File: config.mk
export PLATFORM = sky130hd
export DESIGN_NAME = strand_select_stage
export DESIGN_NICKNAME = d
export VERILOG_FILES = /design/src/rtl/strand_select_pkg.sv /design/src/rtl/rr_arbiter4.sv /design/src/rtl/strand_select_stage.sv
export SDC_FILE = /design/constraint.sdc
export NUM_CORES = 1
export LEC_CHECK = 0
export ABC_AREA = 1
export CAP_MARGIN = 25
export CORE_ASPECT_RATIO = 0.7
export CORE_MARGIN = 10
export CORE_UTILIZATION = 40
export CTS_BUF_LIST = sky130_fd_sc_hd__clkbuf_8 sky130_fd_sc_hd__clkbuf_16
export DETAILED_ROUTE_END_ITERATION = 8
export GPL_ROUTABILITY_DRIVEN = 0
export MAX_ROUTING_LAYER = met4
export PLACE_DENSITY = 0.69
export SYNTH_ARGS = -nofsm -noshare
export SYNTH_HDL_FRONTEND = slang
export SYNTH_HIERARCHICAL = 1
export SYNTH_SLANG_ARGS = --single-unit
File: constraint.sdc
create_clock -name clk -period 2.36 [get_ports clk]
set_input_delay 0.354 -clock clk [delete_from_list [all_inputs] [get_ports clk]]
set_output_delay 0.354 -clock clk [all_outputs]
set_load 0.005 [all_outputs]
File: src/rtl/strand_select_pkg.sv
// Shared strand definitions for the issue-side pipeline and its neighbours.
// Holds strand sizing, strand typedefs and the control-register index map.
package strand_select_pkg;

    localparam int STRAND_COUNT = 4;
    localparam int STRAND_ID_W  = 2;

    typedef logic [STRAND_ID_W-1:0]  strand_id_t;
    typedef logic [STRAND_COUNT-1:0] strand_mask_t;

    // Control-register indices shared with the control register block.
    localparam int STRAND_STATUS_CR = 29;
    localparam int STRAND_ENABLE_CR = 30;
    localparam int STRAND_ID_CR     = 31;

    function automatic strand_mask_t strand_onehot(input strand_id_t id);
        return strand_mask_t'(1) << id;
    endfunction

endpackage

File: src/rtl/rr_arbiter4.sv
// Four-request rotating-priority arbiter: the request just after `pointer`
// has highest priority, the pointer's own request has lowest.
module rr_arbiter4
    import strand_select_pkg::*;
(
    input  logic [3:0] req,
    input  logic [1:0] pointer,
    output logic [3:0] grant,
    output logic [1:0] grant_id,
    output logic       grant_valid
);

    logic [1:0] idx;

    always_comb begin
        grant_valid = 1'b0;
        grant_id    = pointer;
        idx         = pointer;
        for (int k = 1; k <= 4; k++) begin
            idx = 2'(pointer + k);
            if (!grant_valid && req[idx]) begin
                grant_valid = 1'b1;
                grant_id    = idx;
            end
        end
        grant = grant_valid ? strand_onehot(grant_id) : 4'b0000;
    end

endmodule

File: src/rtl/strand_select_stage.sv
// Issue-side strand arbiter: picks one eligible strand per cycle round-robin,
// skipping suspended and latency-blocked strands, into a registered issue slot.
module strand_select_stage
    import strand_select_pkg::*;
#(
    parameter int LONG_LATENCY_CYCLES = 4
) (
    input  logic       clk,
    input  logic       reset_n,
    input  logic [3:0] strand_enable,
    input  logic [3:0] if_instruction_valid,
    input  logic [3:0] if_long_latency,
    input  logic [3:0] suspend_strand,
    input  logic [3:0] resume_strand,
    input  logic [3:0] rollback_strand,
    input  logic       execute_hazard,
    output logic [3:0] ss_strand_grant,
    output logic [1:0] ss_strand,
    output logic       ss_instruction_valid,
    output logic [3:0] ss_strand_blocked
);

    localparam logic [2:0] WAIT_LOAD = 3'(LONG_LATENCY_CYCLES - 1);

    logic [1:0] pointer;
    logic [3:0] suspended;
    logic [2:0] wait_count [STRAND_COUNT];
    logic [2:0] wait_next  [STRAND_COUNT];
    logic [3:0] susp_next;
    logic [3:0] blocked_next;
    logic [3:0] eligible;
    logic [3:0] req;
    logic [3:0] grant;
    logic [1:0] grant_id;
    logic       grant_valid;

    assign req             = execute_hazard ? 4'b0000 : eligible;
    assign ss_strand_grant = grant;

    rr_arbiter4 u_arbiter (
        .req         (req),
        .pointer     (pointer),
        .grant       (grant),
        .grant_id    (grant_id),
        .grant_valid (grant_valid)
    );

    for (genvar i = 0; i < STRAND_COUNT; i++) begin : g_strand
        assign eligible[i] = strand_enable[i] & if_instruction_valid[i] & ~suspended[i]
                           & (wait_count[i] == 3'd0) & ~rollback_strand[i];

        // Rollback discards the blocking instruction, so its latency window goes too.
        assign wait_next[i] = rollback_strand[i]                ? 3'd0 :
                              (grant[i] & if_long_latency[i])   ? WAIT_LOAD :
                              (wait_count[i] != 3'd0)           ? wait_count[i] - 3'd1 :
                                                                  3'd0;

        assign susp_next[i]    = suspend_strand[i] | (suspended[i] & ~resume_strand[i]);
        assign blocked_next[i] = susp_next[i] | (wait_next[i] != 3'd0);
    end

    always_ff @(posedge clk or negedge reset_n) begin
        if (!reset_n) begin
            suspended         <= 4'b0000;
            ss_strand_blocked <= 4'b0000;
            for (int i = 0; i < STRAND_COUNT; i++) wait_count[i] <= 3'd0;
        end else begin
            suspended         <= susp_next;
            ss_strand_blocked <= blocked_next;
            for (int i = 0; i < STRAND_COUNT; i++) wait_count[i] <= wait_next[i];
        end
    end

    // A squash of the held instruction beats the hazard hold; a fresh grant beats both.
    always_ff @(posedge clk or negedge reset_n) begin
        if (!reset_n) begin
            ss_strand            <= 2'd0;
            ss_instruction_valid <= 1'b0;
            pointer              <= 2'd3;
        end else if (grant_valid) begin
            ss_strand            <= grant_id;
            ss_instruction_valid <= 1'b1;
            pointer              <= grant_id;
        end else if (!execute_hazard ||
                     (ss_instruction_valid && rollback_strand[ss_strand])) begin
            ss_instruction_valid <= 1'b0;
        end
    end

endmodule

* Yosys cells after proc, flatten, opt, wreduce, memory -nomap -nowiden
Index checks and enable logic that the tools add are counted.
** Storage, ports and cells
- Bits of input ports :: 27
- Output and inout port bits :: 11
- Register bits after elaboration :: 25
** Cells by class
- Shift operators :: 1
- $add $sub $neg :: 8
- $lt $le $gt $ge :: 5
- Reduce and logical (&&, ||, !) cells :: 22
- Bitwise gates (word level) :: 44
- Muxes and demuxes :: 34
** Operator list (count)
- 2-to-1 mux 3 bit :: 12
- bitwise AND 1 bit :: 24
- nonzero test 3 bit :: 8
- < comparator 2 x 3 -> 1 bit (second input constant) :: 5
- zero test 3 bit :: 4
- NOT 1 bit :: 12
- subtractor 3 x 1 -> 3 bit (second input constant) :: 4
- 2-to-1 mux 1 bit :: 11
- binary-select mux 1 bit (select 2 bit) :: 5
- 2-to-1 mux 2 bit :: 4
- 2-to-1 mux 4 bit :: 2
- bitwise OR 1 bit :: 8
- adder 2 x 1 -> 2 bit (second input constant) :: 2
- adder 2 bit (second input constant) :: 2
- logical AND 1 bit :: 4
- zero test 1 bit :: 4
- << shifter 1 x 2 -> 4 bit (first input constant) :: 1
- nonzero test 2 bit :: 1
- logical OR 1 bit :: 1

* Depth between registers and ports, before layout
Gate-level depths: netlist (run 1).
- Depth after elaboration :: 24
- Depth in mapped cells :: 19

* By module
Netlist (run 1), hierarchy kept.
** By module, submodules not included
- strand_select_stage :: area an instance 1188.6 um2, sequential area each 628.1 um2, cells an instance 165, instances 1
- rr_arbiter4 :: area an instance 409.1 um2, sequential area each 0.0 um2, cells an instance 78, instances 1

* Worst setup path before layout (run 1)
OpenSTA, ideal clock, no wires.
- Path type :: register -> register
- From :: reg wait_count[1] (netlist name)
- To :: reg ss_strand_blocked[0]
- Path slack :: 0.219 ns
- Path buffers :: 0
- Arrival :: 2.022 ns
- Data required time :: 2.241 ns
- Cell stages (with the launch flop) :: 19
- Library setup time :: 0.119 ns
- Path through :: dfrtp_1 -> nor2_2 -> nand2_1 -> nor4_1 -> inv_1 -> nand2_1 -> nand3_1 -> nand2_1 -> nor2_8 -> nand2_4 -> inv_1 -> nand2_1 -> nand2_2 -> nor2_1 -> nand2_1 -> nand3_1 -> nand2_1 -> nor2_1 -> nand2_1
** On the way
- Longest elaborated chain between the ends :: 23
** Ends and longest elaborated chain
- start: declaration :: line strand_select_stage.sv:27 : logic [2:0] wait_count [STRAND_COUNT];
- zero test 3 bit * :: line strand_select_stage.sv:50 : & (wait_count[i] == 3'd0) & ~rollback_strand[i];
- bitwise AND 1 bit * (2 in series) :: line strand_select_stage.sv:50
- 2-to-1 mux 4 bit * :: line strand_select_stage.sv:37 : assign req = execute_hazard ? 4'b0000 : eligible;
- net req[3] :: line strand_select_stage.sv:32 : logic [3:0] req;
- binary-select mux 1 bit (select 2 bit) :: line rr_arbiter4.sv:21 : if (!grant_valid && req[idx]) begin
- 2-to-1 mux 1 bit (not written as such) :: line rr_arbiter4.sv:21
- 2-to-1 mux 1 bit :: line rr_arbiter4.sv:21
- zero test 1 bit :: line rr_arbiter4.sv:21
- [8 not listed]
- net grant_id[1] :: line strand_select_stage.sv:34 : logic [1:0] grant_id;
- [1 not listed]
- 2-to-1 mux 4 bit * :: line rr_arbiter4.sv:26 : grant = grant_valid ? strand_onehot(grant_id) : 4'b0000;
- net ss_strand_grant[0] :: line strand_select_stage.sv:17 : output logic [3:0] ss_strand_grant,
- bitwise AND 1 bit * :: line strand_select_stage.sv:54 : (grant[i] & if_long_latency[i]) ? WAIT_LOAD :
- 2-to-1 mux 3 bit * :: line strand_select_stage.sv:54
- 2-to-1 mux 3 bit * :: line strand_select_stage.sv:53 : assign wait_next[i] = rollback_strand[i] ? 3'd0 :
- nonzero test 3 bit * :: line strand_select_stage.sv:59 : assign blocked_next[i] = susp_next[i] | (wait_next[i] != 3'd0);
- bitwise OR 1 bit * :: line strand_select_stage.sv:59
- net blocked_next[0] :: line strand_select_stage.sv:30 : logic [3:0] blocked_next;
- end signal: assignment :: line strand_select_stage.sv:69 : ss_strand_blocked <= blocked_next;
- end: declaration :: line strand_select_stage.sv:20 : output logic [3:0] ss_strand_blocked
The timed path passes the listed nets; every way through them passes the cells marked *. The select of a mux whose other input is x is not followed.
A chain may end at the register's enable or synchronous reset.

* Final worst setup path (run 1)
- From :: in if_instruction_valid[2]
- To :: out ss_strand_grant[0]
** On the way
- Longest elaborated chain between the ends :: 19
** Ends and longest elaborated chain
- start: declaration :: line strand_select_stage.sv:11 : input logic [3:0] if_instruction_valid,
- bitwise AND 1 bit * (2 in series) :: line strand_select_stage.sv:49 : assign eligible[i] = strand_enable[i] & if_instruction_valid[i] & ~suspended[i]
- bitwise AND 1 bit * (2 in series) :: line strand_select_stage.sv:50
- 2-to-1 mux 4 bit * :: line strand_select_stage.sv:37
- net req[2] :: line strand_select_stage.sv:32
- binary-select mux 1 bit (select 2 bit) :: line rr_arbiter4.sv:21
- 2-to-1 mux 1 bit (not written as such) :: line rr_arbiter4.sv:21
- 2-to-1 mux 1 bit :: line rr_arbiter4.sv:21
- zero test 1 bit :: line rr_arbiter4.sv:21
- [3 not listed]
- logical AND 1 bit :: line rr_arbiter4.sv:21
- 2-to-1 mux 1 bit :: line rr_arbiter4.sv:21
- zero test 1 bit :: line rr_arbiter4.sv:21
- logical AND 1 bit :: line rr_arbiter4.sv:21
- 2-to-1 mux 2 bit * :: line rr_arbiter4.sv:21
- net grant_id[1] :: line strand_select_stage.sv:34
- << shifter 1 x 2 -> 4 bit * :: line strand_select_pkg.sv:17 : return strand_mask_t'(1) << id;
- 2-to-1 mux 4 bit * :: line rr_arbiter4.sv:26
- end: declaration :: line strand_select_stage.sv:17
Marked as above.

==> flow_summary.json, run 1 <==
{
  "syn_area_sq_um": 1600,
  "netlist_instances": 243,
  "synthMuxAreaShare_pct": 0,
  "wl_um": 5350,
  "ys_types": 21,
  "grt_pass1_wl_um": 7390,
  "power_leakage_nw": 1.52,
  "r2r-start": "wait_count[3]$_DFF_PN0_",
  "r2r_slack_ns": -0.10,
  "path_cells": "clkdlybuf4s50_1 -> nand3_2 -> nor3_2 -> buf_4 -> nand2_2 -> nand2_4 -> nand2_4 -> nand2_8 -> buf_4 -> o21ai_2 -> nand3_4 -> nand2_4 -> nor2_4 -> buf_2",
  "power_frac_comb_pct": 62.7,
  "synth_top_cell_by_area": "dfrtp_1",
  "antenna_cells": 0,
  "yosys.area_share.simple_pct": 47.4,
  "path_common_cell": "nand2_4",
  "critical_path_arrival_ns": 2.22,
  "synth_fa_ha_area_share_pct": 0,
  "fin_skew_ns": 0.00556,
  "path_delay_family": "simple AND/OR/NAND/NOR gates",
  "dpl.hpwl_um": 3530,
  "syn_to_final_growth_pct": 73.7,
  "yosysSeqAreaShare_pct": 39.3,
  "fin_ws_ns": -0.210,
  "synth_top_family_by_area": "simple AND/OR/NAND/NOR gates",
  "setup_viol": 9,
  "antenna_found_initial": 0,
  "grt_max_degree": 16,
  "crit_path_end_kind": "primary output",
  "ys_ff_latch": 25,
  "final.setup.tns_ns": -1.22,
  "dr.pass1.iters": 4,
  "ioPinCount": 38,
  "start_util_pct": 41.2,
  "insertion_delay_ns": 0.27,
  "slew_headroom_pct": 66.4,
  "swShare_pct": 43.5,
  "wl_per_cell_um": 13.9,
  "yosys_warnings": 6,
  "path_max_fanout": 4,
  "fill_cells": 274,
  "port_buffers": 37,
  "synthXorXnorAreaFrac_pct": 0,
  "rsz0062_at_grt": "yes",
  "worstSetupStartpointType": "input pin",
  "gr-usage-all-layers_pct": 13.4,
  "syn_nets": 270,
  "chipWidth_um": 95.5,
  "slowest_stage": "clkdlybuf4s50_1",
  "finalCritPeriodShare_pct": 109,
  "cts-buffers-inserted": 3,
  "ctsHoldBuffers": 0,
  "crit_type": "input pin to primary output",
  "hold_viol": 0,
  "p_sw_uw": 976,
  "syn_area_per_cell_sq_um": 6.58,
  "peakVddDrop_uv": 620,
  "slew_violations": 0,
  "synth_top_area_share_pct": 36.0,
  "max_freq_mhz": 389,
  "vias": 1778,
  "internal_power_mw": 1.27,
  "seqPwrFrac_pct": 25.9,
  "required_ns": 2.01,
  "cp.buffers_inverters": 4,
  "drt-initial-drc-count": 145,
  "dieArea_sq_um": 6960,
  "ant_nets": 0,
  "cts_max_level": 1,
  "clock_path_buffers": 2,
  "synth_compound_area_share_pct": 1.57,
  "r2r_cells": 21,
  "grt_pass1_vias": 1633,
  "clkTransAtPathRegs_ns": 0.09,
  "rows": 19,
  "routed_via_density": 4.61,
  "max-cap-violations": 0,
  "cts_root_buf": "clkbuf_8",
  "placed_cell_area_sq_um": 2300,
  "nets": 362,
  "drcViolationCount": 0,
  "cts_tree": "done",
  "overflow": 0,
  "status": "finished with violations",
  "synth.area.top_cells": "dfrtp_1 36%, nand2_1 24%, inv_1 10%, nand3_1 6.6%, nor2_1 4.2%",
  "pwr-share-clk_pct": 11.5,
  "cpPeakStageDelay_ns": 0.47,
  "worstReg2RegEnd": "ss_strand_blocked[3]$_DFF_PN0_",
  "hold_path_class": "input pin to async pin",
  "coreArea_sq_um": 3870,
  "die_h_um": 72.9,
  "cts_sinks": 25,
  "final_cell_area_sq_um": 2780,
  "layout-drive-gt1-share_pct": 42.5,
  "violations": "negative setup slack",
  "finalCriticalPeriod_ns": 2.57,
  "powerDensity_nw_per_um2": 809,
  "tightest_slew_ns": 0.502
}
## state kept, by name, indices dropped and copies added, names as in the netlist
| register | flops |
|---|---|
| wait_count | 12 |
| ss_strand_blocked | 4 |
| suspended | 4 |
| pointer | 2 |
| ss_strand | 2 |
| ss_instruction_valid | 1 |
## per-stage QoR
step | utilization (%) | total power, mW | worst slack, ns | hold slack (ns) | std cells
after floorplan | - | 1.12 | 0.219 | 0.0584 | 243
after global placement | 59.3 | 1.62 | -0.872 | 0.509 | 368
after detailed placement | 59.3 | 1.63 | -0.931 | 0.497 | 368
after CTS | 64.5 | 2.04 | -0.173 | 0.424 | 379
after global routing | 71.6 | 2.38 | -0.307 | 0.439 | 386
final | 71.6 | 2.24 | -0.210 | 0.409 | 386
## repair_timing
item | 4_1_cts | 5_1_grt
resized for setup | 53 | 63
pin swaps | 22 | 46
endpoints found under the hold margin | 0 | 0
setup endpoints to repair | 20 | 18
buffers inserted | 7 | 8
## synthesized netlist by cell type, drive strengths merged
cell,instances
nor2,23
a21oi,1
buf,2
nor3,3
o21ai,4
dfstp,2
nand3,24
nand2,112
nand3b,1
or2,1
nand4,1
dfrtp,23
nor4,1
inv,45
## power by group through the flow
stage	sequential, mW	combinational [mW]	clock, mW
detailed placement	0.586	1.05	0
CTS	0.578	1.20	0.257
global route	0.589	1.52	0.275
floorplan	0.588	0.534	0
global placement	0.585	1.03	0
finish	0.581	1.41	0.257
## worst max-delay path by stage
stage                                           endpoint  cells after the start                     from  slack, ns
final                                 ss_strand_grant[0]                     14  if_instruction_valid[2]      -0.21
after detailed placement              ss_strand_grant[3]                     16           execute_hazard      -0.93
after global placement                ss_strand_grant[2]                     16           execute_hazard      -0.87
after floorplan           ss_strand_blocked[0]$_DFF_PN0_                     18  wait_count[1]$_DFF_PN0_       0.22
after CTS                             ss_strand_grant[0]                     15  wait_count[1]$_DFF_PN0_      -0.17
after global routing      ss_strand_blocked[3]$_DFF_PN0_                     22  wait_count[3]$_DFF_PN0_      -0.31
## cell families (layout without fill, tap and decap cells)
logic type             Yosys count  after routing
and+or+nand+nor                166            166
buffers and inverters           47            138
DFF                             25             25
AOI/OAI and AO/OA                5              5
## placed cells by master (no fill, tap or decap), types with 5 or more instances in the layout
master	netlist	final
buf_6	1	7
nor2_2	4	5
nand2_4	4	13
inv_2	2	10
nand3_4	0	5
clkdlybuf4s50_1	0	26
nand3_2	3	11
nand2_1	101	74
dfrtp_1	23	23
inv_1	43	34
nand3_1	21	8
nand2_2	7	23
nor2_1	18	13
buf_4	1	45
## cell type report
class / count / area [sq um] / area share, %
multi-input combinational: 171 / 1090 / 39.4
sequential: 25 / 628 / 22.6
tap: 52 / 65.1 / 2.34
inverter: 45 / 171 / 6.18
timing repair buffer: 89 / 769 / 27.7
clock buffer: 3 / 41.3 / 1.49
clock inverter: 1 / 5.00 / 0.180
## layer usage
metal	track usage (%)	vias up	routed length [um]	part of all wire, %
met1	17.9	814	2480	46
met5	-	-	0	0
li1	-	908	-	-
met4	1.47	0	42	0.78
met3	3.29	4	276	5.2
met2	20.8	52	2560	48
Power figures use the tool's default switching activity.
==> inputs of run 2 (changes only) <==
--- a/config.mk
+++ b/config.mk
@@ -7,14 +7,17 @@
 export LEC_CHECK = 0
 export ABC_AREA = 1
 export CAP_MARGIN = 25
+export CELL_PAD_IN_SITES_DETAIL_PLACEMENT = 1
+export CELL_PAD_IN_SITES_GLOBAL_PLACEMENT = 1
 export CORE_ASPECT_RATIO = 0.7
 export CORE_MARGIN = 10
-export CORE_UTILIZATION = 40
+export CORE_UTILIZATION = 34
 export CTS_BUF_LIST = sky130_fd_sc_hd__clkbuf_8 sky130_fd_sc_hd__clkbuf_16
 export DETAILED_ROUTE_END_ITERATION = 8
 export GPL_ROUTABILITY_DRIVEN = 0
 export MAX_ROUTING_LAYER = met4
-export PLACE_DENSITY = 0.69
+export PLACE_DENSITY = 0.81
+export SKIP_LAST_GASP = 1
 export SYNTH_ARGS = -nofsm -noshare
 export SYNTH_HDL_FRONTEND = slang
 export SYNTH_HIERARCHICAL = 1
==> flow_summary.json, run 2 (same netlist as run 1, synthesis figures left out) <==
{
  "port_buffers": 37,
  "fin_ws_ns": -0.394,
  "setup_viol": 19,
  "rows": 20,
  "regMostFlops": "wait_count",
  "cpPeakStageDelay_ns": 0.48,
  "vias": 2106,
  "grtUsageMet1_pct": 21.0,
  "finalCriticalPeriod_ns": 2.75,
  "hold_path_class": "input pin to async pin",
  "ctsHoldBuffers": 0,
  "syn_to_final_growth_pct": 77.5,
  "insertion_delay_ns": 0.28,
  "layout.cells.most_common_list": "76 x nand2_1, 57 x buf_4, 38 x inv_1",
  "required_ns": 2.01,
  "cts_max_level": 1,
  "wl_um": 8350,
  "grt_pass1_wl_um": 10500,
  "path_delay_family": "simple AND/OR/NAND/NOR gates",
  "worstSetupStartpointType": "input pin",
  "max-cap-violations": 0,
  "final_common_cell": "nand2_1",
  "dieArea_sq_um": 7890,
  "grt_pass1_vias": 2039,
  "overflow": 0,
  "antenna_cells": 0,
  "peakVddDrop_uv": 420,
  "largest_reg_flops": 12,
  "total_power_mw": 2.52,
  "grt-busiest-layer": "met2",
  "cp.buffers_inverters": 4,
  "crit_path_end_kind": "primary output",
  "rsz0062_at_grt": "yes",
  "chipWidth_um": 102,
  "hold_viol": 0,
  "critical_path_arrival_ns": 2.40,
  "start_util_pct": 36.1,
  "gr-usage-all-layers_pct": 17.2,
  "die_h_um": 77.4,
  "final_cells": 398,
  "clkTransAtPathRegs_ns": 0.10,
  "cts_root_buf": "clkbuf_8",
  "hold_ws_ns": 0.430,
  "slew_violations": 0,
  "ant_nets": 0,
  "max_freq_mhz": 363,
  "path_max_fanout": 2,
  "met3_usage_pct": 3.72,
  "multi_input_area_sq_um": 1080,
  "place_ws_ns": -0.990,
  "drcViolationCount": 0,
  "slowest_stage": "clkdlybuf4s50_1",
  "slew_headroom_pct": 77.2,
  "finalCritPeriodShare_pct": 117,
  "largestRegisters": "wait_count: 12 flops, ss_strand_blocked: 4 flops, suspended: 4 flops",
  "dpl.cell_count": 371,
  "dpl.hpwl_um": 4260,
  "fin_skew_ns": 0.00411,
  "cts-buffers-inserted": 3,
  "ioPinCount": 38,
  "layout-drive-gt1-share_pct": 41.7,
  "clock_path_buffers": 2,
  "coreArea_sq_um": 4430,
  "cts_tree": "done",
  "grt_max_degree": 26,
  "tightest_slew_ns": 0.343,
  "path_cells": "clkdlybuf4s50_1 -> nand3_2 -> nor3_4 -> buf_4 -> buf_4 -> nand2_1 -> nand3_1 -> nand2_1 -> o21ai_1 -> nand3_2 -> nand2_4 -> nor2_4 -> buf_2",
  "grt_use_met2_pct": 29.2,
  "nets": 371,
  "drt-initial-drc-count": 133,
  "status": "finished with violations",
  "power_leakage_nw": 1.58,
  "powerDensity_nw_per_um2": 890,
  "violations": "negative setup slack",
  "cts_sinks": 25,
  "fill_cells": 542,
  "crit_type": "input pin to primary output",
  "routed_via_density": 5.29,
  "wl_per_cell_um": 21.0,
  "dr.pass1.iters": 4,
  "ff_latch_area_sq_um": 628,
  "antenna_found_initial": 0
}
run 2: cell count changes in the layout (fill, tap and decap cells not counted), moves of 3 or more:
cell,delta
clkdlybuf4s50_1,-3
inv_1,+4
buf_4,+12
dlymetal6s2s_1,+4
inv_2,-3
run 2: layer usage:
| metal | part of all wire [%] | wire [um] |
|---|---|---|
| met4 | 3.1 | 257 |
| met2 | 48 | 4010 |
| met1 | 42 | 3530 |
| met3 | 6.6 | 551 |
| met5 | 0 | 0 |
run 2: repair_timing:
| action | 4_1_cts | 5_1_grt |
|---|---|---|
| gates cloned | 0 | 0 |
| buffers inserted | 12 | 12 |
| gates resized for setup | 57 | 52 |
| pin swaps | 23 | 35 |
| endpoints found under the setup margin | 20 | 21 |
run 2: layout make-up:
type                       instances  share of cell area, %
clock buffer                       3                   1.46
clock inverter                     1                  0.132
inverter                          45                   6.04
multi-input combinational        171                   38.1
sequential                        25                   22.1
tap                               55                   2.43
timing repair buffer              98                   29.7
run 2: path summary, 6_finish.rpt:
check,start,cells past startpoint,endpoint,slack (ns)
worst max-delay path,strand_enable[2],13,ss_strand_grant[2],-0.39
worst min-delay path,reset_n,2,wait_count[8]$_DFF_PN0_,0.43
worst max register to register,wait_count[4]$_DFF_PN0_,19,ss_strand_blocked[3]$_DFF_PN0_,-0.31
worst min register to register,wait_count[4]$_DFF_PN0_,3,wait_count[4]$_DFF_PN0_,0.60
max in group asynchronous,reset_n,2,pointer[1]$_DFFE_PN1P_,1.62
min in group clk,rollback_strand[0],4,wait_count[11]$_DFF_PN0_,0.47
run 2: worst register-to-register path: cells and delay by family, from the launching register on:
| kind | cells | cell delay, ns |
|---|---|---|
| buffers and inverters | 3 | 0.38 |
| AOI/OAI and AO/OA | 1 | 0.22 |
| and+or+nand+nor | 15 | 1.56 |
| DFF | 1 | 0.40 |
run 2: power by group:
group	switching [mW]	internal [mW]	leakage, nW
combinational	0.954	0.701	1.25
clock	0.157	0.117	0.0269
sequential	0.0746	0.520	0.310
total	1.19	1.34	1.58
run 2: stage by stage:
step | area, sq um | util (%) | setup TNS, ns
CTS | 2560 | 57.9 | -1.34
finish | 2840 | 64.0 | -3.89
global placement | 2300 | 52.0 | -12.22
global route | 2840 | 64.0 | -6.25
floorplan | 1600 | - | 0
detailed placement | 2300 | 52.0 | -12.99
